**src/rtl/exec_pkg.sv**
```systemverilog
// Shared definitions for the execute stage: op codes, FSM states, widths and the
// single-cycle ALU function.
package exec_pkg;
  localparam int DATA_W = 8;
  localparam int ITER_N = 8;
  localparam int RES_W  = 2 * DATA_W;
  localparam logic [2:0] RD_LAST = 3'd7;

  typedef enum logic [2:0] {
    OP_ADD  = 3'b000,
    OP_SUB  = 3'b001,
    OP_AND  = 3'b010,
    OP_OR   = 3'b011,
    OP_XOR  = 3'b100,
    OP_SHL1 = 3'b101,
    OP_MUL  = 3'b110,
    OP_DIV  = 3'b111
  } op_e;

  typedef enum logic [1:0] {
    S_IDLE,
    S_ITER,
    S_WB
  } state_e;

  // Returns {carry/borrow/shifted-out bit, 8-bit result}.
  function automatic logic [DATA_W:0] alu_f(input op_e op, input logic [DATA_W-1:0] a,
                                            input logic [DATA_W-1:0] b);
    logic [DATA_W:0] r;
    r = '0;
    case (op)
      OP_ADD:  r = {1'b0, a} + {1'b0, b};
      OP_SUB:  r = {1'b0, a} - {1'b0, b};
      OP_AND:  r = {1'b0, a & b};
      OP_OR:   r = {1'b0, a | b};
      OP_XOR:  r = {1'b0, a ^ b};
      OP_SHL1: r = {a, 1'b0};
      default: r = '0;
    endcase
    return r;
  endfunction
endpackage

```
**src/rtl/exec_if.sv**
```systemverilog
// Request/response bundle between the issue side and the execute stage.
interface exec_if;
  logic       start;
  logic [2:0] op;
  logic [7:0] rs1_data;
  logic [7:0] rs2_data;
  logic [2:0] rd_sel;
  logic       busy;
  logic       done;
  logic       r_w;
  logic [2:0] rd_addr;
  logic [15:0] rd_data;
  logic       input_length;
  logic       flag_z;
  logic       flag_c;
  logic       flag_err;

  modport master (
    output start, op, rs1_data, rs2_data, rd_sel,
    input  busy, done, r_w, rd_addr, rd_data, input_length, flag_z, flag_c, flag_err
  );
  modport slave (
    input  start, op, rs1_data, rs2_data, rd_sel,
    output busy, done, r_w, rd_addr, rd_data, input_length, flag_z, flag_c, flag_err
  );
endinterface

```
**src/rtl/exec_unit_muldiv_iter.sv**
```systemverilog
// One-bit-per-cycle unsigned shift-add multiplier / restoring divider sharing a
// hi/lo register pair; o_res_nxt is the result as it will be after the current step.
module muldiv_iter
  import exec_pkg::*;
(
  input  logic              i_clk,
  input  logic              i_reset,
  input  logic              i_load,
  input  logic              i_step,
  input  logic              i_is_div,
  input  logic [DATA_W-1:0] i_a,
  input  logic [DATA_W-1:0] i_b,
  output logic [RES_W-1:0]  o_res_nxt,
  output logic              o_last
);
  logic [DATA_W-1:0] r_hi, r_lo;
  logic [3:0]        r_cnt;

  logic [DATA_W:0]   w_sum;
  logic              w_ge;
  logic [DATA_W-1:0] w_rem_n, w_q_n, w_hi_n, w_lo_n;

  // MUL: hi accumulates, lo holds the multiplier and fills with product bits.
  assign w_sum = {1'b0, r_hi} + {1'b0, (r_lo[0] ? i_b : '0)};

  // DIV: hi is the partial remainder, lo shifts the dividend out and quotient in.
  // The restored remainder is always below the divisor, so 8-bit wraparound is exact.
  assign w_ge    = {r_hi, r_lo[DATA_W-1]} >= {1'b0, i_b};
  assign w_rem_n = w_ge ? ({r_hi[DATA_W-2:0], r_lo[DATA_W-1]} - i_b)
                        : {r_hi[DATA_W-2:0], r_lo[DATA_W-1]};
  assign w_q_n   = {r_lo[DATA_W-2:0], w_ge};

  assign w_hi_n = i_is_div ? w_rem_n : w_sum[DATA_W:1];
  assign w_lo_n = i_is_div ? w_q_n   : {w_sum[0], r_lo[DATA_W-1:1]};

  assign o_res_nxt = i_is_div ? {w_lo_n, w_hi_n} : {w_hi_n, w_lo_n};
  assign o_last    = (r_cnt == 4'(ITER_N - 1));

  always_ff @(posedge i_clk) begin
    if (i_reset) begin
      r_hi  <= '0;
      r_lo  <= '0;
      r_cnt <= '0;
    end else if (i_load) begin
      r_hi  <= '0;
      r_lo  <= i_a;
      r_cnt <= '0;
    end else if (i_step) begin
      r_hi  <= w_hi_n;
      r_lo  <= w_lo_n;
      r_cnt <= r_cnt + 4'd1;
    end
  end
endmodule

```
**src/rtl/exec_unit.sv**
```systemverilog
// Execute stage: accepts one op at a time, runs the ALU or the iterative MUL/DIV,
// and issues a single registered write-back cycle to the register file.
module exec_unit
  import exec_pkg::*;
(
  input  logic i_clk,
  input  logic i_reset,
  exec_if.slave bus
);
  state_e            r_state;
  op_e               r_op;
  logic [DATA_W-1:0] r_b;
  logic [2:0]        r_rd;
  logic              r_busy, r_done, r_rw, r_len, r_z, r_c, r_err;
  logic [2:0]        r_rd_addr;
  logic [RES_W-1:0]  r_rd_data;

  op_e              w_op;
  logic             w_muldiv, w_div0, w_load, w_step, w_last;
  logic [DATA_W:0]  w_alu;
  logic [RES_W-1:0] w_res_nxt;

  assign w_op     = op_e'(bus.op);
  assign w_muldiv = (bus.op[2:1] == 2'b11);
  assign w_div0   = (w_op == OP_DIV) && (bus.rs2_data == '0);
  assign w_load   = (r_state == S_IDLE) && bus.start && w_muldiv && !w_div0;
  assign w_step   = (r_state == S_ITER);
  assign w_alu    = alu_f(w_op, bus.rs1_data, bus.rs2_data);

  muldiv_iter u_muldiv (
    .i_clk     (i_clk),
    .i_reset   (i_reset),
    .i_load    (w_load),
    .i_step    (w_step),
    .i_is_div  (r_op == OP_DIV),
    .i_a       (bus.rs1_data),
    .i_b       (r_b),
    .o_res_nxt (w_res_nxt),
    .o_last    (w_last)
  );

  always_ff @(posedge i_clk) begin
    if (i_reset) begin
      r_state   <= S_IDLE;
      r_op      <= OP_ADD;
      r_b       <= '0;
      r_rd      <= '0;
      r_busy    <= 1'b0;
      r_done    <= 1'b0;
      r_rw      <= 1'b1;
      r_rd_addr <= '0;
      r_rd_data <= '0;
      r_len     <= 1'b0;
      r_z       <= 1'b0;
      r_c       <= 1'b0;
      r_err     <= 1'b0;
    end else begin
      r_done <= 1'b0;
      r_rw   <= 1'b1;
      case (r_state)
        S_IDLE: if (bus.start) begin
          r_op   <= w_op;
          r_b    <= bus.rs2_data;
          r_rd   <= bus.rd_sel;
          r_busy <= 1'b1;
          if (w_muldiv && !w_div0) begin
            r_state <= S_ITER;
          end else begin
            r_state   <= S_WB;
            r_done    <= 1'b1;
            r_rd_addr <= bus.rd_sel;
            if (w_div0) begin
              // Divide by zero skips iteration; a pair write to R7 would wrap to R0.
              r_rd_data <= {8'hFF, bus.rs1_data};
              r_len     <= 1'b1;
              r_z       <= 1'b0;
              r_c       <= 1'b0;
              r_err     <= 1'b1;
              r_rw      <= (bus.rd_sel == RD_LAST);
            end else begin
              r_rd_data <= {8'h00, w_alu[DATA_W-1:0]};
              r_len     <= 1'b0;
              r_z       <= (w_alu[DATA_W-1:0] == '0);
              r_c       <= w_alu[DATA_W];
              r_err     <= 1'b0;
              r_rw      <= 1'b0;
            end
          end
        end
        S_ITER: if (w_last) begin
          r_state   <= S_WB;
          r_done    <= 1'b1;
          r_rd_addr <= r_rd;
          r_rd_data <= w_res_nxt;
          r_len     <= 1'b1;
          r_z       <= (w_res_nxt == '0);
          r_c       <= 1'b0;
          r_err     <= (r_rd == RD_LAST);
          r_rw      <= (r_rd == RD_LAST);
        end
        S_WB: begin
          r_state <= S_IDLE;
          r_busy  <= 1'b0;
        end
        default: r_state <= S_IDLE;
      endcase
    end
  end

  assign bus.busy         = r_busy;
  assign bus.done         = r_done;
  assign bus.r_w          = r_rw;
  assign bus.rd_addr      = r_rd_addr;
  assign bus.rd_data      = r_rd_data;
  assign bus.input_length = r_len;
  assign bus.flag_z       = r_z;
  assign bus.flag_c       = r_c;
  assign bus.flag_err     = r_err;
endmodule

```
**src/flat_wrapper.sv**
```systemverilog
// flat-port wrapper written by rule: the top's interface ports become plain ports
module exec_unit_flat import exec_pkg::*;
  (i_clk, i_reset, bus_start, bus_op, bus_rs1_data, bus_rs2_data, bus_rd_sel, bus_busy, bus_done, bus_r_w, bus_rd_addr, bus_rd_data, bus_input_length, bus_flag_z, bus_flag_c, bus_flag_err);
  exec_if bus_i ();
  input  logic i_clk;
  input  logic i_reset;
  input wire logic [$bits(bus_i.start)-1:0] bus_start;
  input wire logic [$bits(bus_i.op)-1:0] bus_op;
  input wire logic [$bits(bus_i.rs1_data)-1:0] bus_rs1_data;
  input wire logic [$bits(bus_i.rs2_data)-1:0] bus_rs2_data;
  input wire logic [$bits(bus_i.rd_sel)-1:0] bus_rd_sel;
  output wire logic [$bits(bus_i.busy)-1:0] bus_busy;
  output wire logic [$bits(bus_i.done)-1:0] bus_done;
  output wire logic [$bits(bus_i.r_w)-1:0] bus_r_w;
  output wire logic [$bits(bus_i.rd_addr)-1:0] bus_rd_addr;
  output wire logic [$bits(bus_i.rd_data)-1:0] bus_rd_data;
  output wire logic [$bits(bus_i.input_length)-1:0] bus_input_length;
  output wire logic [$bits(bus_i.flag_z)-1:0] bus_flag_z;
  output wire logic [$bits(bus_i.flag_c)-1:0] bus_flag_c;
  output wire logic [$bits(bus_i.flag_err)-1:0] bus_flag_err;
  assign bus_i.start = bus_start;
  assign bus_i.op = bus_op;
  assign bus_i.rs1_data = bus_rs1_data;
  assign bus_i.rs2_data = bus_rs2_data;
  assign bus_i.rd_sel = bus_rd_sel;
  assign bus_busy = bus_i.busy;
  assign bus_done = bus_i.done;
  assign bus_r_w = bus_i.r_w;
  assign bus_rd_addr = bus_i.rd_addr;
  assign bus_rd_data = bus_i.rd_data;
  assign bus_input_length = bus_i.input_length;
  assign bus_flag_z = bus_i.flag_z;
  assign bus_flag_c = bus_i.flag_c;
  assign bus_flag_err = bus_i.flag_err;
  exec_unit u_core (.i_clk(i_clk), .i_reset(i_reset), .bus(bus_i));
endmodule
```
**config.mk**
```make
export PLATFORM = sky130hd
export DESIGN_NAME = exec_unit_flat
export DESIGN_NICKNAME = d
export VERILOG_FILES = /design/src/rtl/exec_pkg.sv /design/src/rtl/exec_if.sv /design/src/rtl/exec_unit_muldiv_iter.sv /design/src/rtl/exec_unit.sv /design/src/flat_wrapper.sv
export SDC_FILE = /design/constraint.sdc
export NUM_CORES = 1
export LEC_CHECK = 0
export BUFFER_PORTS_ARGS = -buffer_cell sky130_fd_sc_hd__buf_2
export CELL_PAD_IN_SITES_DETAIL_PLACEMENT = 1
export CELL_PAD_IN_SITES_GLOBAL_PLACEMENT = 1
export CORE_MARGIN = 1
export CORE_UTILIZATION = 35
export DETAILED_ROUTE_END_ITERATION = 12
export HOLD_SLACK_MARGIN = 0.03
export PLACE_DENSITY_LB_ADDON = 0.1
export SETUP_SLACK_MARGIN = 0.15
export SYNTH_ARGS = -nofsm -noshare
export SYNTH_HDL_FRONTEND = slang
export SYNTH_SLANG_ARGS = --single-unit
```
**constraint.sdc**
```tcl
create_clock -name i_clk -period 3.6 [get_ports i_clk]
set_input_delay 0.36 -clock i_clk [delete_from_list [all_inputs] [get_ports i_clk]]
set_output_delay 0.36 -clock i_clk [all_outputs]
set_load 0.005 [all_outputs]
```
; ---- After elaboration in Yosys (flattened, before gate mapping)
; Index checks and enable logic that the tools add are counted.
[totals]
reg_bits = 62
elab_cells = 109
output_inout_bits = 26
[op_classes]
reduce_logical = 19
n_lt_le_gt_ge = 1
bitwise = 3
n_addsub = 5
n_eq_ne = 16
n_mux = 49
[op_table]
columns = op, count
row1 = $mux 16, 5
row2 = $pmux 9 s6, 1
row3 = $mux 8, 6
row4 = $pmux 16 s2, 1
row5 = $mux 1, 21
row6 = $add 8x8->9, 2
row7 = $eq 3x3->1 const B, 6
row8 = $logic_not 16->1, 1
row9 = $logic_not 8->1, 2
row10 = $pmux 1 s2, 7
row11 = $ge 9x8->1, 1
row12 = $mux 3, 3
row13 = $sub 8x8->9, 1
row14 = $and 8x8->8, 1
row15 = $or 8x8->8, 1
row16 = $sub 8x8->8, 1
row17 = $xor 8x8->8, 1
row18 = $eq 3x2->1 const B, 2
row19 = $mux 2, 3
row20 = $pmux 3 s2, 1
row21 = $reduce_and 2->1, 3
row22 = $reduce_bool 2->1, 3
row23 = $logic_and 1x1->1, 5
row24 = $add 4x1->4 const B, 1
row25 = other kinds (12), 14

; ---- Logic depth before layout (Yosys ltp)
[logic_depth]
word_depth = 7
ltp_mapped = 16
mapped_depth_nobuf = 13

; ---- Cells and area by module
; From an unflattened synthesis, not the netlist that was laid out.
[hier_totals]
cells_unflattened = 651
area_unflattened_um2 = 4972.3
[modules_own_cells]
columns = module, seq_area_each_um2, instances, area_per_inst_um2, cells_per_inst
row1 = exec_unit, 840.8, 1, 2942.8, 387
row2 = muldiv_iter, 400.4, 1, 2029.4, 264

; ---- Worst setup path after synthesis
; No wires, ideal clock.
[synth_path]
path_type = in2reg
startpoint = in bus_op[0]
endpoint = reg u_core.r_z, in the netlist u_core.bus.flag_z
path_stages = 15
path_slack_ps = -125
required_ps = 3543
arrival_time_ps = 3668
cell_sequence = buf_4 buf_2 buf_1 and2_1 clkbuf_1 mux2_2 fa_1 nor2b_1 o31a_1 a211o_1 a21oi_1 or4_1 a2111o_1 a21oi_1 a21o_1
[synth_between]
elab_chain_cells = 7
word_cells_on_any_way = 18
[synth_lines]
columns = item, line
row1 = from (decl), flat_wrapper.sv:8  ; input wire logic [$bits(bus_i.op)-1:0] bus_op;
row2 = $eq 3x3->1 (tied with other cells), exec_pkg.sv:31  ; case (op)
row3 = $pmux 9 s6, exec_pkg.sv:31
row4 = $logic_not 8->1, exec_unit.sv:83  ; r_z <= (w_alu[DATA_W-1:0] == '0);
row5 = $mux 1, exec_unit.sv:72  ; if (w_div0) begin
row6 = $mux 1, exec_unit.sv:66  ; if (w_muldiv && !w_div0) begin
row7 = $mux 1, exec_unit.sv:61  ; S_IDLE: if (bus.start) begin
row8 = $pmux 1 s2, exec_unit.sv:60  ; case (r_state)
row9 = to (signal assigned), exec_unit.sv:83
row10 = to (signal assigned), exec_unit.sv:96  ; r_z <= (w_res_nxt == '0);
row11 = to (decl), exec_unit.sv:14  ; logic r_busy, r_done, r_rw, r_len, r_z, r_c, r_err;
; Parallel ways exist; a longest one is shown, timed or not. The select of a mux whose other input is x is not followed.
; A chain may end at the register's enable or synchronous reset.

; ---- Worst setup path after layout
[layout_path]
startpoint = reg u_core.u_muldiv.r_lo[7]
endpoint = reg u_core.r_z, in the netlist u_core.bus.flag_z
[layout_between]
elab_chain_cells = 7
word_cells_on_any_way = 9
[layout_lines]
columns = item, line
row1 = from (decl), exec_unit_muldiv_iter.sv:16  ; logic [DATA_W-1:0] r_hi, r_lo;
row2 = from (signal assigned), exec_unit_muldiv_iter.sv:46  ; r_lo <= i_a;
row3 = from (signal assigned), exec_unit_muldiv_iter.sv:50  ; r_lo <= w_lo_n;
row4 = $sub 8x8->8 / $ge 9x8->1 (equally long branches), "exec_unit_muldiv_iter.sv:29, exec_unit_muldiv_iter.sv:28"
row5 = $mux 8, exec_unit_muldiv_iter.sv:29  ; assign w_rem_n = w_ge ? ({r_hi[DATA_W-2:0], r_lo[DATA_W-1]} - i_b)
row6 = $mux 8, exec_unit_muldiv_iter.sv:33  ; assign w_hi_n = i_is_div ? w_rem_n : w_sum[DATA_W:1];
row7 = $mux 16 (*), exec_unit_muldiv_iter.sv:36  ; assign o_res_nxt = i_is_div ? {w_lo_n, w_hi_n} : {w_hi_n, w_lo_n};
row8 = $logic_not 16->1 (*), exec_unit.sv:96
row9 = $mux 1 (*), exec_unit.sv:90  ; S_ITER: if (w_last) begin
row10 = $pmux 1 s2 (*), exec_unit.sv:60
; Mark *: on every way between the ends. The rest lies on a longest branch, timed or not. The select of a mux whose other input is x is not followed.

==> results.txt <==
----------------------------------------------------
[Outcome]
  Outcome ... finished clean

[Layout]
  Commonest cells after routing, fill and taps aside ... 96 x nand2_1, 69 x nor2_1, 67 x a21oi_1
  Final standard cell area without fillers ... 5510 sq um
  Most common cell after layout, fill and taps aside ... nand2_1
  Total area of multi-input combinational cells ... 3260 sq um
  Area growth syn-to-layout ... 16.0%
  Layout filler cell count ... 1,675
  Fraction of layout cells with a size suffix above 1 ... 14.3%
  Antenna Diode Count ... 0
  Final #Nets ... 751
  Reg area ... 1240 sq um
  Final core utilization ... 41.6%

[CTS]
  Resize count post-CTS ... 0
  Total CTS buffers ... 9
  Bufs on Longest Clock Path ... 2
  Clock transition at the registers of the reported paths ... 0.07 ns
  Clock tree from TritonCTS ... yes
  # hold bufs at CTS ... 0
  Clock root buffer ... clkbuf_16
  Number of sinks driven by the clock tree ... 62
  Number of levels the H-tree was split into ... 3
  Postcts setup bufs ... 0
  Insertion delay to the later sink of the worst-skew pair ... 0.34 ns

[Logic synthesis]
  Number of distinct library cell variants in the gate-level netlist after synthesis ... 64
  FFs w/ async S/R, synth ... 0%
  Share of synthesized area occupied by flip-flops and latches ... 26.1%
  Count of mapped cells out of synthesis ... 641
  Yosys warning total ... 0
  Cell types with the largest area share after synthesis ... dfxtp_1 26%, ha_1 11%, nand2_1 7.6%
  Number of synthesized register bits ... 62
  Portion of synthesized cell area occupied by the leading cell type ... 26.1%
  Average instance area after synthesis ... 7.41 sq um
  Post-Syn Area ... 4750 sq um
  Cell taking the most area after synthesis ... dfxtp_1
  EDFF count, synth ... 0
  Post-synthesis net count ... 711
  Most common flop cell mapped by yosys ... dfxtp_1

[Die]
  Initial Util ... 35.9%
  Standard-cell rows ... 42
  Ports placed on the boundary ... 51
  Vertical die dimension ... 118 microns
  Die footprint ... 14,000 sq um
  Core Footprint ... 13,200 sq um
  Die width ... 118 microns

[Pwr]
  Share of total power in the clock network ... 41.1%
  Power spent charging and discharging nets ... 689 uW
  Peak supply drop ... 0.000208 V
  Logic pwr share ... 23.9%
  Leakage power ... 2.31 nW
  Int Power ... 1.47 mW
  Net Sw Frac ... 31.9%
  Power per Cell Area ... 392 nW/um^2
  Portion of total power attributed to sequential cells ... 35.0%
  Final total power ... 2.16 mW

[Setup path]
  Endpoint of the worst-slack reg-to-reg timing path ... u_core.bus.flag_z
  Crit path buf inv count ... 2
  Arrival time of data at the critical path endpoint ... 3.63 ns
  Maximum cell stage delay along the critical path ... 0.44 ns
  Logic depth of the worst register-to-register path ... 12
  Start of the worst register-to-register path ... u_core.u_muldiv.r_lo[7]
  Largest delay contributor family on the critical path ... simple AND/OR/NAND/NOR gates
  CP cell instances ... inv_1 > ha_1 > fa_1 > nand2b_1 > a21oi_1 > mux2i_1 > nor4b_1 > o21ai_0 > a21boi_0 > buf_4 > nor4_1 > a21o_1
  Worst setup path endpoint ... u_core.bus.flag_z
  Critical Path Stages ... 12
  Worst setup path startpoint ... u_core.u_muldiv.r_lo[7]
  CP required ... 3.88 ns
  Largest driver fanout on the critical path ... 4
  Kind of critical path ... reg2reg
  Type of element capturing the critical path ... register
  Master of the slowest instance on the critical path ... fa_1
  Reg-to-reg setup timing slack ... 0.26 ns
  Worst setup SP type ... register

[STA]
  Final clock period utilization by the worst path ... 92.9%
  Final-report hold violation count ... 0
  Least-Margin Pin Slew ... 1.02 ns
  Maximum operating frequency ... 299 MHz
  Final worst clock skew ... 0.0121 ns
  Hold slack final ... 0.287 ns
  Pins Over Slew Limit ... 0
  Tmin final ... 3.34 ns
  RSZ-0062 raised after global routing ... false
  Sum of negative setup slack ... 0 ns
  Max_slew headroom ... 32.0%
  Endpoints failing setup ... 0

[Flow run]
  Number of max-capacitance violations reported ... 0

[Global route]
  Initial antenna violation count ... 0
  Global-route wire length before repair ... 26,200 microns
  Pin count of the biggest net entering global routing ... 53
  Number of global-route vias before repair ... 4,792
  GRT Resource Usage Total ... 24.1%
  Leftover overflow at the end of global routing ... 0

[Detailed routing]
  Total via count in the routed design ... 4,843
  # DRC ... 0
  Routed wire length per instance ... 19.1 microns
  Post-Route WL ... 16,400 microns
  Vias per Instance ... 5.62
  Pre-Repair DR Iteration Count ... 4
  Antenna viol nets, final ... 0
  Drt initial violations ... 290

[Place]
  Buffers added on ports ... 50
  Total placed instance area ... 5200 sq um
  Final Wtd Congestion ... 0.871
  HPWL after DPL ... 12,600 microns

[Min path]
  Worst hold-check path type ... in2reg

----------------------------------------------------
cell usage after synthesis (3+ instances only):
library cell and n:
fa_1 3, a211o_1 3, a21boi_0 3, nand3_1 11
xor2_1 7, a221oi_1 12, o21a_1 3, nor2b_1 9
o221ai_1 3, and2_1 10, or4_1 3, nor4_1 4
nand2_1 96, nor3_1 16, a211oi_1 11, nand2b_1 7
o21bai_1 3, xnor2_1 14, a21oi_1 67, a221o_1 3
dfxtp_1 62, mux2i_1 10, nor2_1 72, nor4b_1 3
ha_1 42, o21ai_0 27, nand4_1 3, a21o_1 4
clkbuf_1 28, or2_2 4, o211ai_1 10, buf_2 6
a311oi_1 6, a31oi_1 5, inv_1 32
power groups by stage:
| stage | Sequential, mW | Combinational, mW | Clock [mW] |
|---|---|---|---|
| final | 0.755 | 0.517 | 0.887 |
| after global routing | 0.760 | 0.577 | 0.930 |
| after CTS | 0.756 | 0.516 | 0.900 |
| after detailed placement | 0.771 | 0.512 | 0 |
| after global placement | 0.769 | 0.501 | 0 |
| after floorplan | 0.762 | 0.348 | 0 |
through the flow:
step                      worst slack [ns]  instances
after CTS                            0.205        862
after global routing                 0.152        862
after global placement               0.283        846
final                                0.256        862
after detailed placement             0.216        846
after floorplan                      0.157        641
layer usage:
metal | GRT usage [%] | up-vias | share of wire [%]
li1 | - | 2361 | -
met2 | 39.8 | 103 | 46
met1 | 31.8 | 2353 | 48
met4 | 6.65 | 0 | 1.9
met5 | 0 | - | 0
met3 | 4.73 | 26 | 3.7
state kept, by name (all words and copies together), names as in the netlist, 3 cells and up:
| name | count |
|---|---|
| u_core.bus.rd_addr | 3 |
| u_core.bus.rd_data | 16 |
| u_core.r_b | 8 |
| u_core.r_op | 3 |
| u_core.r_rd | 3 |
| u_core.u_muldiv.r_cnt | 4 |
| u_core.u_muldiv.r_hi | 8 |
| u_core.u_muldiv.r_lo | 8 |
tightest hold or removal path: cells and delay by family:
| kind | cells | cell delay, ns |
|---|---|---|
| AOI/OAI and AO/OA | 1 | 0.05 |
| and+or+nand+nor | 1 | 0.05 |
| buffers and inverters | 1 | 0.12 |
kinds of logic (layout without fill, tap and decap cells):
logic type	after synthesis	after routing	synth area share, %
buffers and inverters	69	114	5.69
flip-flops	62	62	26.1
multiplexers	11	11	2.34
XOR/XNOR	21	21	3.87
AO/OA/AOI/OAI	184	184	25.7
AND/OR/NAND/NOR	249	249	23.9
adder cells (fa/ha/maj)	45	45	12.3
worst min path at each step:
stage	start	endpoint	cells past startpoint
3_3_place_gp	u_core.bus.rd_data[11]	u_core.bus.rd_data[11]	2
3_5_place_dp	u_core.bus.rd_data[11]	u_core.bus.rd_data[11]	2
2_1_floorplan	u_core.r_b[2]	u_core.r_b[2]	2
6_report	bus_rd_sel[0]	u_core.r_rd[0]	3
4_1_cts	bus_rd_sel[0]	u_core.r_rd[0]	3
5_1_grt	bus_rd_sel[0]	u_core.r_rd[0]	3
cell type report:
type                       count  share of cell area, %
timing repair buffer          66                   6.72
tap                          176                   4.00
clock inverter                 7                   1.34
sequential                    62                   22.5
multi-input combinational    510                   59.1
clock buffer                   9                   4.09
inverter                      32                   2.18
Note: power is estimated with default switching activity, not from simulation.
